<file path="src/rtl/parity_sched_pkg.sv">
// Shared types for the parity scheduler: FSM states, requester indices and
// the round-robin pick helper.
package parity_sched_pkg;

    typedef enum logic [1:0] {
        IDLE  = 2'd0,
        GRANT = 2'd1,
        CALC  = 2'd2,
        RESP  = 2'd3
    } state_t;

    localparam logic REQ0 = 1'b0;
    localparam logic REQ1 = 1'b1;

    // On a tie, the requester that was not served last wins.
    function automatic logic rr_pick(input logic [1:0] req, input logic last);
        if (req == 2'b11)
            return ~last;
        return req[1] ? REQ1 : REQ0;
    endfunction

endpackage

</file>
<file path="src/rtl/parity.sv">
// Word parity: XOR reduction of data, combinational, zero latency.
// No flow control; output follows input.
module parity #(
    parameter int WIDTH = 8
) (
    input  logic [WIDTH-1:0] data,
    output logic             par
);

    assign par = ^data;

endmodule

</file>
<file path="src/rtl/parity_sched.sv">
// Two-requester round-robin parity checker: IDLE->GRANT->CALC->RESP, result valid 3 cycles after req.
// Result held in RESP until resp_ready; no new grant is issued while a result is pending.
module parity_sched
    import parity_sched_pkg::*;
#(
    parameter int WIDTH = 8,
    parameter int CNT_W = 8
) (
    input  logic               clk,
    input  logic               rst_n,
    input  logic [1:0]         req,
    input  logic [2*WIDTH-1:0] req_data,
    input  logic [1:0]         req_chk,
    input  logic [1:0]         req_exp,
    output logic [1:0]         gnt,
    output logic               resp_valid,
    input  logic               resp_ready,
    output logic               resp_id,
    output logic               resp_parity,
    output logic               resp_err,
    input  logic               clr_cnt,
    output logic [CNT_W-1:0]   err_cnt0,
    output logic [CNT_W-1:0]   err_cnt1
);

    localparam logic [CNT_W-1:0] CNT_ONE = 1;
    localparam logic [CNT_W-1:0] CNT_MAX = '1;

    state_t state, state_nxt;

    logic             last;
    logic             sel;
    logic             sel_q;
    logic [WIDTH-1:0] cap_data;
    logic             cap_chk;
    logic             cap_exp;
    logic             par;
    logic             accept;

    assign sel        = rr_pick(req, last);
    assign resp_valid = (state == RESP);
    assign accept     = (state == RESP) && resp_ready;

    parity #(.WIDTH(WIDTH)) u_parity (
        .data (cap_data),
        .par  (par)
    );

    always_comb begin
        state_nxt = state;
        case (state)
            IDLE:    if (req != 2'b00) state_nxt = GRANT;
            GRANT:   state_nxt = CALC;
            CALC:    state_nxt = RESP;
            RESP:    if (resp_ready) state_nxt = IDLE;
            default: state_nxt = IDLE;
        endcase
    end

    always_ff @(posedge clk or negedge rst_n) begin
        if (!rst_n) begin
            state       <= IDLE;
            gnt         <= 2'b00;
            sel_q       <= REQ0;
            last        <= REQ1;
            cap_data    <= '0;
            cap_chk     <= 1'b0;
            cap_exp     <= 1'b0;
            resp_id     <= REQ0;
            resp_parity <= 1'b0;
            resp_err    <= 1'b0;
        end else begin
            state <= state_nxt;
            // gnt is high only for the GRANT cycle that follows arbitration.
            if (state == IDLE && req != 2'b00) begin
                gnt   <= sel ? 2'b10 : 2'b01;
                sel_q <= sel;
            end else begin
                gnt <= 2'b00;
            end
            if (state == GRANT) begin
                cap_data <= sel_q ? req_data[2*WIDTH-1 -: WIDTH] : req_data[WIDTH-1:0];
                cap_chk  <= req_chk[sel_q];
                cap_exp  <= req_exp[sel_q];
            end
            if (state == CALC) begin
                resp_parity <= par;
                resp_id     <= sel_q;
                resp_err    <= cap_chk & (par ^ cap_exp);
            end
            if (accept)
                last <= resp_id;
        end
    end

    // Clear wins over an increment landing on the same edge.
    always_ff @(posedge clk or negedge rst_n) begin
        if (!rst_n) begin
            err_cnt0 <= '0;
            err_cnt1 <= '0;
        end else if (clr_cnt) begin
            err_cnt0 <= '0;
            err_cnt1 <= '0;
        end else if (accept && resp_err) begin
            if (resp_id == REQ1) begin
                if (err_cnt1 != CNT_MAX) err_cnt1 <= err_cnt1 + CNT_ONE;
            end else begin
                if (err_cnt0 != CNT_MAX) err_cnt0 <= err_cnt0 + CNT_ONE;
            end
        end
    end

endmodule
</file>
<file path="config.mk">
export PLATFORM = sky130hd
export DESIGN_NAME = parity_sched
export DESIGN_NICKNAME = d
export VERILOG_FILES = /design/src/rtl/parity_sched_pkg.sv /design/src/rtl/parity.sv /design/src/rtl/parity_sched.sv
export SDC_FILE = /design/constraint.sdc
export NUM_CORES = 1
export LEC_CHECK = 0
export CAP_MARGIN = 20
export CORE_MARGIN = 2
export CORE_UTILIZATION = 45
export CTS_BUF_LIST = sky130_fd_sc_hd__clkbuf_4 sky130_fd_sc_hd__clkbuf_8
export DETAILED_ROUTE_END_ITERATION = 8
export GPL_TIMING_DRIVEN = 1
export PLACE_DENSITY = 0.75
export SLEW_MARGIN = 25
export SYNTH_ARGS = -nofsm -noshare
export SYNTH_HDL_FRONTEND = slang
export SYNTH_SLANG_ARGS = --single-unit
</file>
<file path="constraint.sdc">
create_clock -name clk -period 2.1 [get_ports clk]
set_input_delay 0.42 -clock clk [delete_from_list [all_inputs] [get_ports clk]]
set_output_delay 0.42 -clock clk [all_outputs]
set_load 0.01 [all_outputs]
</file>
## Word level (Yosys, flattened, before mapping)

Cells that the tools add are included.
Widths: inputs -> output; s select.

- Input bits: 26
- Logic and storage cells: 62
- Register bits after elaboration: 35
- Output and inout bits: 22

- Add/sub/neg operators: 2
- Magnitude comparators: 1
- Bitwise gates (word level): 3
- Eq/ne operators: 9
- Reductions and logical operators: 13
- Mux-type cells: 22

Operators by type and width:

| cell | number |
|---|---|
| $mux 8 | 9 |
| $add 8x1->8 const B | 2 |
| $ne 8x8->1 const B | 2 |
| $reduce_bool 2->1 | 5 |
| $mux 1 | 8 |
| $mux 2 | 4 |
| $pmux 2 s4 | 1 |
| $reduce_xor 8->1 | 1 |
| $eq 2x2->1 const B | 3 |
| $reduce_and 3->1 | 2 |
| $ne 2x1->1 const B | 2 |
| $logic_and 1x1->1 | 3 |
| $eq 2x1->1 const B | 1 |
| $logic_not 2->1 | 1 |
| $lt 1x2->1 const B | 1 |
| $ne 2x2->1 const B | 1 |
| $reduce_and 2->1 | 1 |
| $and 1x1->1 | 1 |
| $not 1->1 | 1 |
| $xor 1x1->1 | 1 |

## Longest topological paths before layout

Gate-level depths: netlist of run 1.

- Word-level depth: 5
- Gate-level depth with buffers: 6
- Depth with buffers taken out: 5

## By module

A second synthesis of run 1 with hierarchy kept.

- Cells, all modules: 172
- Area, all modules: 1825.5 um^2

By module, submodules not included:

| module | area an instance (um^2) | cells an instance | sequential area each (um^2) | instances |
|---|---|---|---|---|
| parity_sched | 1764.2 | 165 | 877.1 | 1 |
| parity | 61.3 | 7 | 0.0 | 1 |

## Worst setup path before layout of run 1

No wires, ideal clock.

- Path type: register -> register
- Start: register state[0]
- End: register err_cnt1[3]
- Arrival: 1.529 ns
- Period minus slack after synthesis: 1.607 ns
- Setup time: 0.078 ns
- Data required time: 2.022 ns
- Path buffers: 1
- Cell stages (with the launch flop): 7
- Setup slack: 0.493 ns
- Cell sequence: dfrtp_1 ha_1 nand4_1 o21bai_4 buf_6 or3_1 a21oi_1

- Longest elaborated chain between the ends: 5

RTL lines:

| element | line | text |
|---|---|---|
| start: declaration | parity_sched.sv:29 | `state_t state, state_nxt;` |
| start signal: assignment | parity_sched.sv:73 | `state <= state_nxt;` |
| $eq 2x2->1 | -- |  |
| net resp_valid | parity_sched.sv:16 | `output logic resp_valid,` |
| $logic_and 1x1->1 | parity_sched.sv:42 | `assign accept = (state == RESP) && resp_ready;` |
| $logic_and 1x1->1 | parity_sched.sv:104 | `end else if (accept && resp_err) begin` |
| $reduce_bool 2->1 (no source line) | -- |  |
| $reduce_and 3->1 (no source line) | -- |  |
| end signal: assignment | parity_sched.sv:106 | `if (err_cnt1 != CNT_MAX) err_cnt1 <= err_cnt1 + CNT_ONE;` |
| end: declaration | parity_sched.sv:23 | `output logic [CNT_W-1:0] err_cnt1` |

The timed path passes the listed nets, and every way through them passes these cells.
A chain may end at the register's enable or synchronous reset.

## Worst setup path in the final report of run 1

- Start: register state[0]
- End: output port resp_valid

- Longest elaborated chain between the ends: 1

RTL lines:

| element | line | text |
|---|---|---|
| $eq 2x2->1 | parity_sched.sv:41 | `assign resp_valid = (state == RESP);` |
| end: declaration | parity_sched.sv:16 |  |

No other way between the ends.

==> results of run 1 <==
-- power groups by stage --
stage | Sequential (uW) | Combinational [uW] | Clock, uW
floorplan | 998 | 853 | 0
global placement | 1040 | 1090 | 0
detailed placement | 1050 | 1130 | 0
CTS | 1040 | 1140 | 494
global route | 1070 | 1250 | 533
finish | 1040 | 1130 | 477
-- per-stage QoR --
step,instance area (sq um),worst slack [ps],util [%],power [uW],instances
global route,2410,78.2,64.4,2860,271
detailed placement,2320,70.4,62.0,2190,263
global placement,2320,128,62.0,2130,263
floorplan,1800,493,-,1850,171
CTS,2410,160,64.4,2680,271
finish,2410,171,64.4,2640,271
-- synth_stat cells, drive strengths merged, types with 2 or more instances --
cell    count
or4         3
nor2       22
or3         3
mux2i      12
xor2        6
nand4       4
nand2       7
o31ai       3
dfrtp      34
nand3       5
ha          7
xnor2       9
inv         4
clkbuf      3
mux2        2
nand4b      2
o211ai      2
buf         3
a21oi      20
nor4b       2
o21ai       7
-- per-layer routing --
metal  vias to the layer above  share of wire, %
met5                         -                 0
met4                         0               2.1
met3                         8               3.2
met2                        28                51
met1                       703                44
li1                        708                 -
-- worst paths after layout --
path | startpoint | end | slack [ps] | cells past startpoint
worst min-delay path | last | gnt[0] | 500 | 2
max in group asynchronous | rst_n | last | 1200 | 2
worst max register to register | state[0] | err_cnt1[7] | 310 | 5
min in group asynchronous | rst_n | cap_data[5] | 540 | 2
worst max-delay path | state[0] | resp_valid | 170 | 2
worst min register to register | last | gnt[0] | 500 | 2
-- layout make-up --
| cell class | instances | area (sq um) |
|---|---|---|
| multi-input combinational | 126 | 876 |
| fill | 331 | 1330 |
| inverter | 4 | 15.0 |
| timing repair buffer | 50 | 493 |
| tap | 48 | 60.1 |
| sequential | 35 | 877 |
| clock buffer | 6 | 76.3 |
| clock inverter | 2 | 12.5 |
-- registers in the layout, indices dropped and copies added (netlist names) --
register and count:
gnt 2, last 1, cap_data 8, sel_q 1, resp_parity 1, err_cnt1 8, state 2, err_cnt0 8
cap_chk 1, cap_exp 1, resp_id 1, resp_err 1
-- critical path, delay by kind of cell (launching register included) --
kind | cells | cell delay, ps
DFF | 1 | 380
adders and majority gates | 1 | 280
buffers and inverters | 1 | 570
-- kinds of logic (layout without fill, tap and decap cells) --
| group | Yosys count | after routing | synth area share (%) |
|---|---|---|---|
| and+or+nand+nor | 53 | 53 | 15.2 |
| AOI/OAI and AO/OA | 36 | 36 | 12.0 |
| DFF | 35 | 35 | 48.7 |
| xor gates and xnor gates | 16 | 16 | 8.62 |
| muxes | 14 | 14 | 7.93 |
| buffers and inverters | 10 | 62 | 2.57 |
| adders and majority gates | 7 | 7 | 4.87 |
==> flow_metrics.py, run 1 <==
metrics = {
    "run_status": {
        "status": "complete, no violations",
    },
    "routing": {
        "via_count": 1447,
        "route.detailed.drc": 0,
        "viasPerCell": 5.34,
        "routed_wl_um": 3780,
        "antenna_left": 0,
        "wl_per_cell_um": 13.9,
        "first_iter_violations": 78,
        "dr.pass1.iters": 4,
    },
    "pwr": {
        "switchingPower_uw": 905,
        "p_leak_uw": 0.00102,
        "p_clk_share_pct": 18.1,
        "p_int_uw": 1740,
        "power_density_mw_per_mm2": 1100,
        "irDropWorstVdd_mv": 0.827,
        "combPwrFrac_pct": 42.7,
        "switching_share_pct": 34.2,
        "seqPwrFrac_pct": 39.2,
    },
    "sta": {
        "period_share_pct": 91.8,
        "skew_ps": 6.97,
        "max_slew_margin_pct": 55.9,
        "rsz0062_at_grt": "false",
        "setup_violations": 0,
        "slew_viol_final": 0,
        "min_period_ps": 1930,
        "finalHoldViolCount": 0,
        "holdWs_ps": 502,
        "finalSetupTns_ps": 0,
        "worst_pin_slew_ps": 661,
        "max_freq_mhz": 518,
    },
    "clock_tree": {
        "cts_tree": "yes",
        "path_clk_slew_ps": 70,
        "htreeDepth": 2,
        "cts_resized": 0,
        "cts_hold_buf": 0,
        "clock_latency_ps": 290,
        "clockRootBuffer": "clkbuf_8",
        "post-cts-setup-buffers": 0,
        "cts_num_sinks": 35,
        "numCtsBuffers": 5,
        "cts_buffer_depth": 2,
    },
    "worst_setup_path": {
        "crit_path_end_kind": "primary output",
        "startpoint_type": "flop",
        "cp_data_arrival_time_ps": 1510,
        "crit_chain": "ha_1 -> clkdlybuf4s50_1",
        "cp_slowest_cell": "clkdlybuf4s50_1",
        "path_class": "reg -> out",
        "max_stage_delay_ps": 570,
        "cp.required_ps": 1680,
        "crit_path_max_fanout": 6,
    },
    "logic_synthesis": {
        "ys_dominant_reg_cell": "dfrtp_1",
        "synth_edf_count": 0,
        "synth_warnings": 0,
        "synth_cells": 171,
        "syn_avg_cell_area_sq_um": 10.5,
        "seq_area_frac_synth_pct": 48.7,
        "synthTopCellsByArea": "dfrtp_1, mux2i_1, a21oi_1, ha_1, nor2_1",
        "yosys.area.top_type": "dfrtp_1",
        "ys_seq_elements": 35,
        "synthArstFlopShare_pct": 100,
        "synth_top_area_share_pct": 47.3,
        "synth_area_sq_mm": 0.00180,
        "syn_nets": 204,
        "ys_types": 36,
    },
    "floorplanning": {
        "fp.dieArea_sq_mm": 0.00452,
        "num_rows": 22,
        "start_util_pct": 48.1,
        "core_sq_mm": 0.00374,
        "die_w_um": 67.2,
        "io_pins": 48,
        "die_h_um": 67.2,
    },
    "grt": {
        "grt_max_degree": 36,
        "grtUsageMet2_pct": 32.1,
        "top_usage_layer": "met2",
        "antenna_found_initial": 0,
        "grt_pass1_vias": 1467,
        "grt_pass1_wl_um": 6580,
        "grt_overflow": 0,
        "grt_use_met1_pct": 24.9,
        "groute.usage.overall_pct": 19.6,
        "use_met3_pct": 4.17,
    },
    "job": {
        "maxCapViolations": 0,
    },
    "finish": {
        "nNetsFinal": 255,
        "final_common_cell": "clkdlybuf4s50_1",
        "antenna_cells": 0,
        "syn_to_final_growth_pct": 33.9,
        "layout-drive-gt1-share_pct": 8.07,
        "final_cell_mix": "clkdlybuf4s50_1, dfrtp_1, nor2_1, a21oi_1, mux2i_1",
    },
    "placed_design": {
        "hpwl_um": 2890,
        "port_buffers": 47,
        "gp_congestion": 0.820,
    },
    "worst_hold_path": {
        "hold_class": "reg -> reg",
    },
}
Power figures use the tool's default switching activity.
==> inputs of run 2 (changes only) <==
- SKIP_CTS_REPAIR_TIMING: unset -> 1
==> results of run 2 <==
Same layout as run 1: the final DEF is identical, and so are final timing and power.
